File: src/rtl/memory_stage.sv
// rtl/memory_stage.sv - memory pipeline stage: bus request FSM, load alignment/extension, store strobes (option: MEM_MISALIGN_TRAP_EN)
package memory_stage_pkg;
    typedef enum logic [1:0] {OP_ALU, OP_LD, OP_SD, OP_BR} mem_op_t;

    typedef struct packed {
        mem_op_t op;
        logic    regwrite;
    } ctl_t;

    typedef struct packed {
        logic [63:0] pc;
        logic        valid;
        logic [31:0] raw_instr;
        ctl_t        ctl;
        logic [4:0]  dst;
        logic [63:0] rd2;
        logic [63:0] result;
        logic [11:0] csrdst;
        logic [63:0] csr;
        logic [3:0]  error;
    } excute_data_t;

    typedef excute_data_t memory_data_t;

    typedef struct packed {
        logic        valid;
        logic [63:0] addr;
        logic [2:0]  size;
        logic [7:0]  strobe;
        logic [63:0] data;
    } dbus_req_t;

    typedef struct packed {
        logic        addr_ok;
        logic        data_ok;
        logic [63:0] data;
    } dbus_resp_t;

    typedef struct packed {
        logic [63:0] data;
        logic [4:0]  dst;
        logic        ismem;
    } tran_t;
endpackage

module memory_stage
    import memory_stage_pkg::*;
#(
    parameter int AXI_WIDTH = 64,
    parameter int ADDR_LSB  = 3
) (
    input  logic         clk,
    input  logic         reset,
    input  excute_data_t dataE,
    input  logic         stopw,
    output dbus_req_t    dreq,
    input  dbus_resp_t   dresp,
    output memory_data_t dataM,
    output logic         stopm,
    output tran_t        tranm
);
    typedef enum logic [1:0] {IDLE, WAIT, HOLD} state_t;

    state_t                  state, state_n;
    logic [AXI_WIDTH-1:0]    rdata_q;
    logic [AXI_WIDTH-1:0]    raw, shifted;
    logic [63:0]             ld_data, eff_addr;
    logic [2:0]              funct3, align_mask;
    logic [ADDR_LSB-1:0]     off;
    logic [ADDR_LSB+2:0]     shamt;
    logic [7:0]              size_mask;
    logic                    is_ld, is_sd, mem_op, trap, req_op, beat_ok, op_done;
    logic                    unused_addr_ok;

    assign unused_addr_ok = dresp.addr_ok;
    assign funct3 = dataE.raw_instr[14:12];
    assign is_ld  = dataE.ctl.op == OP_LD;
    assign is_sd  = dataE.ctl.op == OP_SD;
    assign mem_op = dataE.valid && dataE.error == 4'd0 && (is_ld || is_sd);

    always_comb begin
        align_mask = 3'b000;
        size_mask  = 8'h01;
        case (funct3[1:0])
            2'b01:   begin align_mask = 3'b001; size_mask = 8'h03; end
            2'b10:   begin align_mask = 3'b011; size_mask = 8'h0F; end
            2'b11:   begin align_mask = 3'b111; size_mask = 8'hFF; end
            default: begin align_mask = 3'b000; size_mask = 8'h01; end
        endcase
    end

`ifdef MEM_MISALIGN_TRAP_EN
    assign eff_addr = dataE.result;
    assign trap     = mem_op && (|(dataE.result[2:0] & align_mask));
`else
    assign eff_addr = dataE.result & ~{61'd0, align_mask};
    assign trap     = 1'b0;
`endif

    assign off     = eff_addr[ADDR_LSB-1:0];
    assign shamt   = {off, 3'b000};
    assign req_op  = mem_op && !trap;
    assign beat_ok = req_op && state != HOLD && dresp.data_ok;
    // HOLD means the beat already landed in rdata_q while writeback was stalled.
    assign op_done = beat_ok || state == HOLD || trap;

    assign raw     = beat_ok ? dresp.data : rdata_q;
    assign shifted = raw >> shamt;

    always_comb begin
        ld_data = shifted;
        case (funct3)
            3'b000:  ld_data = {{56{shifted[7]}},  shifted[7:0]};
            3'b001:  ld_data = {{48{shifted[15]}}, shifted[15:0]};
            3'b010:  ld_data = {{32{shifted[31]}}, shifted[31:0]};
            3'b100:  ld_data = {56'd0, shifted[7:0]};
            3'b101:  ld_data = {48'd0, shifted[15:0]};
            3'b110:  ld_data = {32'd0, shifted[31:0]};
            default: ld_data = shifted;
        endcase
    end

    always_comb begin
        dreq        = '0;
        dreq.valid  = req_op && state != HOLD && !reset;
        dreq.addr   = eff_addr;
        dreq.size   = {1'b0, funct3[1:0]};
        dreq.strobe = is_sd ? (size_mask << off) : 8'h00;
        dreq.data   = is_sd ? (dataE.rd2 << shamt) : 64'd0;
    end

    always_comb begin
        state_n = state;
        case (state)
            IDLE: if (req_op) state_n = dresp.data_ok ? (stopw ? HOLD : IDLE) : WAIT;
            WAIT: if (dresp.data_ok) state_n = stopw ? HOLD : IDLE;
            HOLD: if (!stopw) state_n = IDLE;
            default: state_n = IDLE;
        endcase
    end

    always_ff @(posedge clk) begin
        if (reset) begin
            state   <= IDLE;
            rdata_q <= '0;
        end else begin
            state <= state_n;
            if (beat_ok) rdata_q <= dresp.data;
        end
    end

    always_ff @(posedge clk) begin
        if (reset) begin
            dataM <= '0;
        end else if (!stopw) begin
            if (mem_op && !op_done) begin
                dataM.valid <= 1'b0;
            end else begin
                dataM <= dataE;
                if (is_ld && req_op) dataM.result <= ld_data;
                if (trap) dataM.error <= is_ld ? 4'd4 : 4'd6;
            end
        end
    end

    assign stopm = !reset && ((mem_op && !op_done) || stopw);

    always_comb begin
        tranm       = '0;
        tranm.data  = (is_ld && req_op && op_done) ? ld_data : dataE.result;
        tranm.dst   = (!reset && dataE.ctl.regwrite && dataE.valid && dataE.error == 4'd0 && !trap)
                      ? dataE.dst : 5'd0;
        tranm.ismem = mem_op && is_ld && !op_done;
    end
endmodule

File: config.mk
export PLATFORM = sky130hd
export DESIGN_NAME = memory_stage
export DESIGN_NICKNAME = d
export VERILOG_FILES = /design/src/rtl/memory_stage.sv
export SDC_FILE = /design/constraint.sdc
export NUM_CORES = 1
export LEC_CHECK = 0
export ABC_AREA = 1
export CAP_MARGIN = 30
export CORE_AREA = 10 10 345 347
export DETAILED_ROUTE_END_ITERATION = 8
export DIE_AREA = 0 0 355 357
export DONT_BUFFER_PORTS = 1
export PLACE_DENSITY_LB_ADDON = 0.3
export SYNTH_ARGS = -nofsm -noshare
export SYNTH_HDL_FRONTEND = slang
export SYNTH_SLANG_ARGS = --single-unit
export TNS_END_PERCENT = 10
File: constraint.sdc
create_clock -name clk -period 4.7 [get_ports clk]
set_clock_uncertainty 0.1 [all_clocks]
set_input_delay 0.47 -clock clk [delete_from_list [all_inputs] [get_ports clk]]
set_output_delay 0.47 -clock clk [all_outputs]
set_load 0.01 [all_outputs]
# Yosys cells after proc, flatten, opt, wreduce, memory -nomap -nowiden
# Cells that the tools add are included.
[word_totals]
input_bits = 382
register_bits = 379
wordCells = 75
[classes]
shifts = 3
bitwise = 4
mux = 16
n_eq_ne = 16
n_reduce_logical = 23
[ops]
columns = ["operator", "n"]
rows = [
  ["$pmux 64 s6", 1],
  ["$mux 64", 4],
  ["$and 64x64->64", 1],
  ["$not 3->64", 1],
  ["$shl 64x6->64", 1],
  ["$shr 64x6->64", 1],
  ["$pmux 8 s3", 1],
  ["$logic_and 1x1->1", 13],
  ["$mux 2", 5],
  ["$eq 3x3->1 const B", 3],
  ["$pmux 3 s3", 1],
  ["$eq 2x2->1 const B", 4],
  ["$mux 8", 1],
  ["$ne 2x2->1 const B", 4],
  ["$shl 8x3->8", 1],
  ["$eq 2x1->1 const B", 3],
  ["$pmux 2 s3", 1],
  ["$mux 5", 1],
  ["$logic_not 4->1", 1],
  ["$eq 3x1->1 const B", 1],
  ["$eq 3x2->1 const B", 1],
  ["$logic_not 3->1", 1],
  ["$logic_or 1x1->1", 3],
  ["$reduce_and 3->1", 1],
  ["5 further kinds", 7],
]

# Logic depth before layout (Yosys ltp)
# Gate-level depths: netlist of run 1.
[logic_depth]
word_depth = 10
depth_mapped = 19
ltp_nobuf = 17

# Worst setup path before layout of run 1
# No wires, ideal clock.
[synth_timing]
kind = "input-to-output"
from = "in dataE[214] in the netlist's numbering"
to = "out tranm[6] in the netlist's numbering"
t_arrival_ns = 2.351
t_required_ns = 4.130
setup_slack_ns = 1.779
cell_stages = 15
cell_sequence = "inv_1 -> ha_1 -> nor2_4 -> nand3_4 -> buf_6 -> buf_6 -> buf_6 -> buf_6 -> nand2_1 -> nand3_1 -> nand3_1 -> nand2_1 -> nand2_1 -> o21ai_1 -> o21ai_0"
[synth_rtl]
columns = ["item", "line", "source"]
rows = [
  ["from (decl)", "54", "input excute_data_t dataE,"],
  ["to (decl)", "60", "output tran_t tranm"],
]

==> metrics.md, run 1 <==
| Metric | Value |
|---|---|
| Fmax | 225 MHz |
| Delay-heaviest family, CP | compound AO/OA/AOI/OAI gates |
| Max_cap viols | 0 |
| Yosys reg bits | between 300 and 400 |
| Top-level I/O count | 906 |
| FP Rows | 123 |
| Post-Route WL | 128000 µm |
| Worst reg-to-reg path cell count | 10 |
| Final instance area | around 0.026 mm² |
| Initial Util | 0.171 |
| Power per Cell Area | 355 mW/mm² |
| Slew HR | 0.296 |
| Yosys Warn Count | 0 |
| DR WL/cell | 27.0 µm |
| Most frequent CP cell | nand2_1 |
| Post-Place Setup Slack | 0.486 ns |
| Endpoints failing setup | 0 |
| Final worst slack | 0.262 ns |
| Syn_area_per_cell | 6.43 µm² |
| Hold EP | rdata_q[29] |
| DRT iter0 DRCs | 2309 |
| Antenna Nets Post-Route | 0 |
| VDD IR-drop max | 0.206 mV |
| Final core occ | 0.228 |
| Startpoint types | flip-flop |
| Ys async rst share | 0 |
| Layout fillers | 12787 |
| Unrepaired setup endpoints after global routing | no |
| First-pass GRT wire length | 171000 µm |
| Mapped cell area | approximately 0.019 mm² |
| Worst Path Required | 4.13 ns |
| Final Max Tran Viols | 0 |
| Syn-to-layout area delta | 33.3% |
| DIE AREA | around 0.13 mm² |
| Synth Net Count | between 3000 and 4000 |
| Setup_tns | 0 ns |
| CP Capture Type | output pin |
| Via density | 4.47 |
| Post-CTS Setup Repair Bufs | 0 |
| Post-layout min period | about 4.4 ns |
| Worst path cell trace | nand2_1, buf_4, nand3_4, inv_2, nand2_1, nand2_1, o22ai_1, o21ai_1, nand3_1, a31oi_1, buf_4 |
| Residual DRC | 0 |
| Die W | 355 µm |
| CP Class | reg2out |
| Slowest cell on the critical path | a31oi_1 |
| Largest net degree at the start of global routing | 112 |
| Worst min path class | in2reg |
| RR Startpoint | state[1] |
| DP Area | 0.0205 mm² |
| Hold path startpoint | dresp[29] |
| Seq/Total Area, Yosys | 0.395 |
| Vias | 21257 |
| Placeable Area | approximately 0.11 mm² |
| Final nets | 3568 |
| Clock sinks | 379 |
| Post-cts repair resize count | 0 |
| Initial antenna violation count | 48 |
| CP Buf/Inv Count | 3 |
| Lkg Pwr | 11.0 nW |
| Clk pin slew, worst setup/hold paths | 0.06 ns |
| HPWL Detailed | 98200 µm |
| Clock Tree Buf Depth | 3 |
| CP max FO | 26 |
| Worst R2R Setup Slack | approximately 0.67 ns |
| Critical R2R Capture | dataM[248] |
| Least-Margin Pin Slew | around 1.1 ns |
| Vias in the first global route | 19781 |
| CTS root buf | clkbuf_16 |
| Hold buffers post-CTS | approximately 330 |
| Placer Congestion | 0.915 |
| GR Overflow Total | 0 |
| CTS tree | yes |
| WHS | 0.0375 ns |
| Status | finished, final reports clean |
| H-tree depth | 2 |
| Cells after Synth | 2984 |
| Fin crit share | 0.944 |
| Arrival @ worst endpoint | 3.87 ns |
| Die Ht | 357 µm |
| GRT Util Overall | 0.190 |
| Post-synthesis cell type count | 40 |
| Layout cell share with drive strength beyond 1 | 0.0711 |
| PortBufs | 0 |
| Number of synthesized flops with an enable pin | 0 |
| Num CTS Buffers | just over 50 |
| Worst Hold Depth | 4 |
| Top_reg_cell synth | dfxtp_1 |
| Final hold vios | 0 |
| Clock Latency Late Sink | about 0.62 ns |
| TritonRoute pass-1 iters | 6 |
| Max incr delay on CP | 0.52 ns |
[cells in the mapped netlist (2+ instances only)]
library cell,n,area share
nand2_1,717,0.14
nor2_1,532,0.10
dfxtp_1,379,0.40
o21ai_0,319,0.083
inv_1,217,0.042
nand3_1,212,0.055
clkbuf_1,127,0.025
o21ai_1,103,0.027
a21oi_1,71,0.019
buf_4,68,0.027
buf_2,45,0.012
buf_1,22,0.0043
o22ai_1,21,0.0068
a22oi_1,16,0.0063
or2_2,16,0.0052
o221ai_1,14,0.0064
buf_6,12,0.0070
nand4_1,11,0.0036
o21a_1,10,0.0039
inv_2,9,0.0018
nor3_1,9,0.0023
o211ai_1,9,0.0035
or2_1,9,0.0029
a31oi_1,7,0.0023
nor2_4,4,0.0023
o21ai_2,4,0.0018
clkinv_1,3,0.00059
and2_1,2,0.00065
ha_1,2,0.0013
nand2_2,2,0.00065
nand3_2,2,0.0010
nor2_8,2,0.0021
[worst reg2reg max path, cell delays in order (launching register included)]
cell	delay (ns)
dfxtp_1	0.35
nand2_1	0.08
buf_4	0.23
nand3_4	0.37
nand3_1	0.35
nand2_8	0.26
inv_6	0.48
buf_4	0.84
nand2_1	0.20
a21oi_1	0.17
dlygate4sd3_1	0.55
[flip-flops by register name, indices dropped and copies added, names as in the netlist]
| name | cells |
|---|---|
| rdata_q | 64 |
| dataM | 313 |
| state | 2 |
[cells in the final DEF (no fill, tap or decap), types with 21 or more instances in the layout]
cell	instances
a21oi_1	71
buf_4	84
clkbuf_16	53
dfxtp_1	379
diode_2	32
dlygate4sd3_1	326
inv_1	213
nand2_1	715
nand3_1	212
nor2_1	529
o21ai_0	319
o21ai_1	103
o22ai_1	21
[power by group]
part           total (mW)  switching (mW)  internal (mW)
clock network        4.11            1.68           2.43
registers            3.71           0.305           3.40
logic                1.26           0.814          0.448
[how the worst max path moves through the flow]
stage          cells past startpoint  slack [ns]       start         to
3_5_place_dp                      17        0.49    dataE[1]  tranm[26]
2_1_floorplan                     15        1.78  dataE[214]   tranm[6]
3_3_place_gp                      17        0.45    dataE[1]  tranm[26]
4_1_cts                           17        0.25    state[0]  tranm[26]
6_report                          11        0.26    state[1]  tranm[18]
5_1_grt                           17        0.04    state[0]  tranm[26]
[final cells by class]
cell class                 count  area [µm²]  share of cell area
sequential                   379        7590               0.297
clock buffer                  62        1400              0.0547
timing repair buffer         421        4110               0.161
antenna                       32        80.1             0.00313
clock inverter                26         304              0.0119
tap                         1500        1880              0.0734
inverter                     229         871              0.0340
multi-input combinational   2102        9350               0.366
[metrics by stage]
stage	total power, mW	cells
2_1_floorplan	4.33	2984
3_3_place_gp	4.76	4303
3_5_place_dp	4.77	4304
4_1_cts	9.23	4719
5_1_grt	9.43	4738
6_report	9.08	4751
[per-layer routing]
layer | routed length, µm | track usage | up-vias
li1 | - | - | 9914
met1 | 54500 | 0.241 | 10188
met2 | 58100 | 0.301 | 954
met3 | 11100 | 0.0591 | 175
met4 | 4630 | 0.0654 | 26
met5 | 158 | 0 | -
[cells by family after synthesis]
group | Yosys count | synth area share
flops | 379 | 0.395
compound gates | 576 | 0.160
other cells | 1 | 0.000195
buf+inv | 503 | 0.119
simple gates | 1522 | 0.323
fa+ha+maj | 2 | 0.00130
mux | 1 | 0.000522
Power figures use the tool's default switching activity.
==> run 2, diff against run 1 <==
Settings changed: CORE_AREA 10 10 345 347 to 4 4 349 351, DIE_AREA 0 0 355 357 to 0 0 353 355, SETUP_SLACK_MARGIN set to 0.3.
==> run 2 against run 1 <==
Compared with the run above:
- via count increased by 0.17%
- final area decreased by 0.16%
- first-iteration DRC count increased by 1.5%
- clock power about the same
- non-clock buffer count decreased by 12
- critical endpoint is now tranm[16]
- largest cell class unchanged
- largest power group unchanged
==> metrics.md, run 2 (same netlist as run 1, synthesis figures left out) <==
| Metric | Value |
|---|---|
| Fin crit share | 0.895 (was 0.944) |
| CP Capture Type | output pin (unchanged) |
| FP Rows | 127 (was 123) |
| Met3 usage | 0.0522 (was 0.0591) |
| Final core occ | 0.215 (was 0.228) |
| CP max FO | 19 (was 26) |
| Switch share | 0.310 (was 0.308) |
| Final Max Tran Viols | 0 (unchanged) |
| Max incr delay on CP | 0.61 ns (was 0.52 ns) |
| Post-layout min period | 4.21 ns (was 4.44 ns) |
| Leading cell type in the layout, fill and taps excluded | nand2_1 (unchanged) |
| Unrepaired setup endpoints after global routing | yes (was no) |
| Final hold vios | 0 (unchanged) |
| Syn-to-layout area delta | 33.1% (was 33.3%) |
| Global Route met2 Usage | 0.302 (was 0.301) |
| Worst Path Required | 4.13 ns (about the same) |
| Via density | 4.46 (was 4.47) |
| GR peak layer | met2 (unchanged) |
| Die Ht | 355 µm (was 357 µm) |
| Initial Util | 0.161 (was 0.171) |
| Largest register FFs | 313 (unchanged) |
| Clock power share | 0.452 (was 0.453) |
| Final nets | 3554 (was 3568) |
| Top-level I/O count | 906 (unchanged) |
| CTS root buf | clkbuf_16 (unchanged) |
| Clk pin slew, worst setup/hold paths | 0.06 ns (about the same) |
| Arrival @ worst endpoint | 3.64 ns (was 3.87 ns) |
| TritonRoute pass-1 iters | 9 (was 6) |
| Worst path cell trace | nor2_1, nand3_1, nor2_4, nand3_4, inv_2, nand2_1, nand2_1, o22ai_1, o21ai_1, nand3_1, a31oi_1, buf_4 (was nand2_1, buf_4, nand3_4, inv_2, nand2_1, nand2_1, o22ai_1, o21ai_1, nand3_1, a31oi_1, buf_4) |
| Max_cap viols | 0 (unchanged) |
| Top reg by flops | dataM (unchanged) |
| Slew HR | 0.279 (was 0.296) |
| Post-Place Setup Slack | 0.402 ns (was 0.486 ns) |
| Setup_tns | 0 ns (unchanged) |
| Net switching power | 2.79 mW (was 2.80 mW) |
| Post-Route WL | 123000 µm (was 128000 µm) |
| Placer Congestion | 0.943 (was 0.915) |
| Delay-heaviest family, CP | simple AND/OR/NAND/NOR gates (was compound AO/OA/AOI/OAI gates) |
| HPWL Detailed | 93500 µm (was 98200 µm) |
| Startpoint types | primary input (was flip-flop) |
| GRT Util Overall | 0.185 (was 0.190) |
| Lkg Pwr | 11.0 nW (about the same) |
| First-pass GRT wire length | 165000 µm (was 171000 µm) |
| Vias in the first global route | 19537 (was 19781) |
| Least-Margin Pin Slew | 1.08 ns (was 1.06 ns) |
| VDD IR-drop max | 0.265 mV (was 0.206 mV) |
| Largest net degree at the start of global routing | 117 (was 112) |
| CP Buf/Inv Count | 2 (was 3) |
| Clock sinks | 379 (unchanged) |
| Met1 GRT Util | 0.240 (was 0.241) |
| Layout fillers | 13467 (was 12787) |
| Endpoints failing setup | 0 (unchanged) |
| Antenna Nets Post-Route | 0 (unchanged) |
| Sequential power share | 0.409 (was 0.408) |
| Power per Cell Area | 353 mW/mm² (was 355 mW/mm²) |
| DRT iter0 DRCs | 2344 (was 2309) |
| Initial antenna violation count | 39 (was 48) |
| Clock Tree Buf Depth | 3 (unchanged) |
| Commonest cells after routing, fill and taps aside | nand2_1, nor2_1, dfxtp_1 (unchanged) |
| Slowest cell on the critical path | a31oi_1 (unchanged) |
| PortBufs | 0 (unchanged) |
| H-tree depth | 2 (unchanged) |
| DIE AREA | 0.125 mm² (was 0.127 mm²) |
| Clock Latency Late Sink | 0.64 ns (was 0.62 ns) |
| Final worst slack | 0.492 ns (was 0.262 ns) |
| Num CTS Buffers | 49 (was 51) |
| Largest regs | dataM (313), rdata_q (64), state (2) (unchanged) |
| CTS tree | yes (unchanged) |
| WHS | 0.0345 ns (was 0.0375 ns) |
| DR WL/cell | 25.8 µm (was 27.0 µm) |
| Internal | 6.22 mW (was 6.28 mW) |
| Vias | 21294 (was 21257) |
| GR Overflow Total | 0 (unchanged) |
| Residual DRC | 0 (unchanged) |
| Status | finished, final reports clean (unchanged) |
| Layout cell share with drive strength beyond 1 | 0.0698 (was 0.0711) |
| Fmax | 238 MHz (was 225 MHz) |
| Worst min path class | in2reg (unchanged) |
| CP Class | in2out (was reg2out) |
| Gate power share | 0.139 (about the same) |
| Die W | 353 µm (was 355 µm) |
| Placeable Area | 0.119 mm² (was 0.112 mm²) |
## run 2: cell count changes in the layout (fill, tap and decap cells not counted), moves of 3 or more
cell | previous run | this run
diode_2 | 32 | 17
clkbuf_16 | 53 | 49
buf_4 | 84 | 79
clkinv_16 | 0 | 3
clkbuf_8 | 4 | 10
clkbuf_1 | 5 | 9
dlygate4sd3_1 | 326 | 320
## run 2: final cells by class
type                       instances  area (µm²)  area share
sequential                       379        7590       0.297
clock inverter                    24         335      0.0131
clock buffer                      68        1400      0.0547
antenna                           17        42.5     0.00167
multi-input combinational       2102        9360       0.367
inverter                         229         872      0.0341
timing repair buffer             409        4010       0.157
tap                             1548        1940      0.0758
## run 2: worst paths after layout
path / cells after the start / endpoint / start / slack (ns)
hold / removal: 2 / dataM[5] / dataE[5] / 0.03
setup / recovery: 12 / tranm[16] / dataE[1] / 0.49
hold reg to reg: 2 / rdata_q[20] / rdata_q[20] / 0.37
setup reg to reg: 10 / dataM[266] / state[0] / 1.36
## run 2: metrics by stage
step                std cells  power [mW]  instance area [µm²]
finish                   4776        9.02                25500
floorplan                2984        4.33                19200
global route             4768        9.40                25500
CTS                      4758        9.16                25500
global placement         4343        4.74                20500
detailed placement       4345        4.74                20500
## run 2: worst reg2reg max path: stages (launching register included)
cell     delay [ns]
dfxtp_1        0.33
inv_1          0.05
nand2_1        0.12
nand3_4        0.30
nand3_1        0.30
nand2_8        0.22
inv_6          0.21
buf_16         0.39
buf_4          0.92
nor2_1         0.16
nor2_1         0.16
## run 2: repair_timing
| item | 4_1_cts | 5_1_grt |
|---|---|---|
| hold buffers | 321 | 0 |
| setup endpoints to repair | 0 | 1 |
| endpoints found under the hold margin | 346 | 0 |
| buffers inserted | 0 | 0 |
| gates resized for setup | 0 | 1 |
## run 2: per-layer routing
metal,share of wire,wire length (µm)
met1,0.42,51900
met2,0.46,56400
met3,0.090,11100
met4,0.031,3770
met5,0.00087,107
## run 2: power by group through the flow
| stage | clock network (mW) | registers, mW | logic [mW] |
|---|---|---|---|
| after floorplan | 0 | 3.64 | 0.690 |
| after global placement | 0 | 3.76 | 0.975 |
| after detailed placement | 0 | 3.76 | 0.979 |
| after CTS | 4.22 | 3.69 | 1.25 |
| after global routing | 4.34 | 3.70 | 1.36 |
| final | 4.08 | 3.68 | 1.26 |
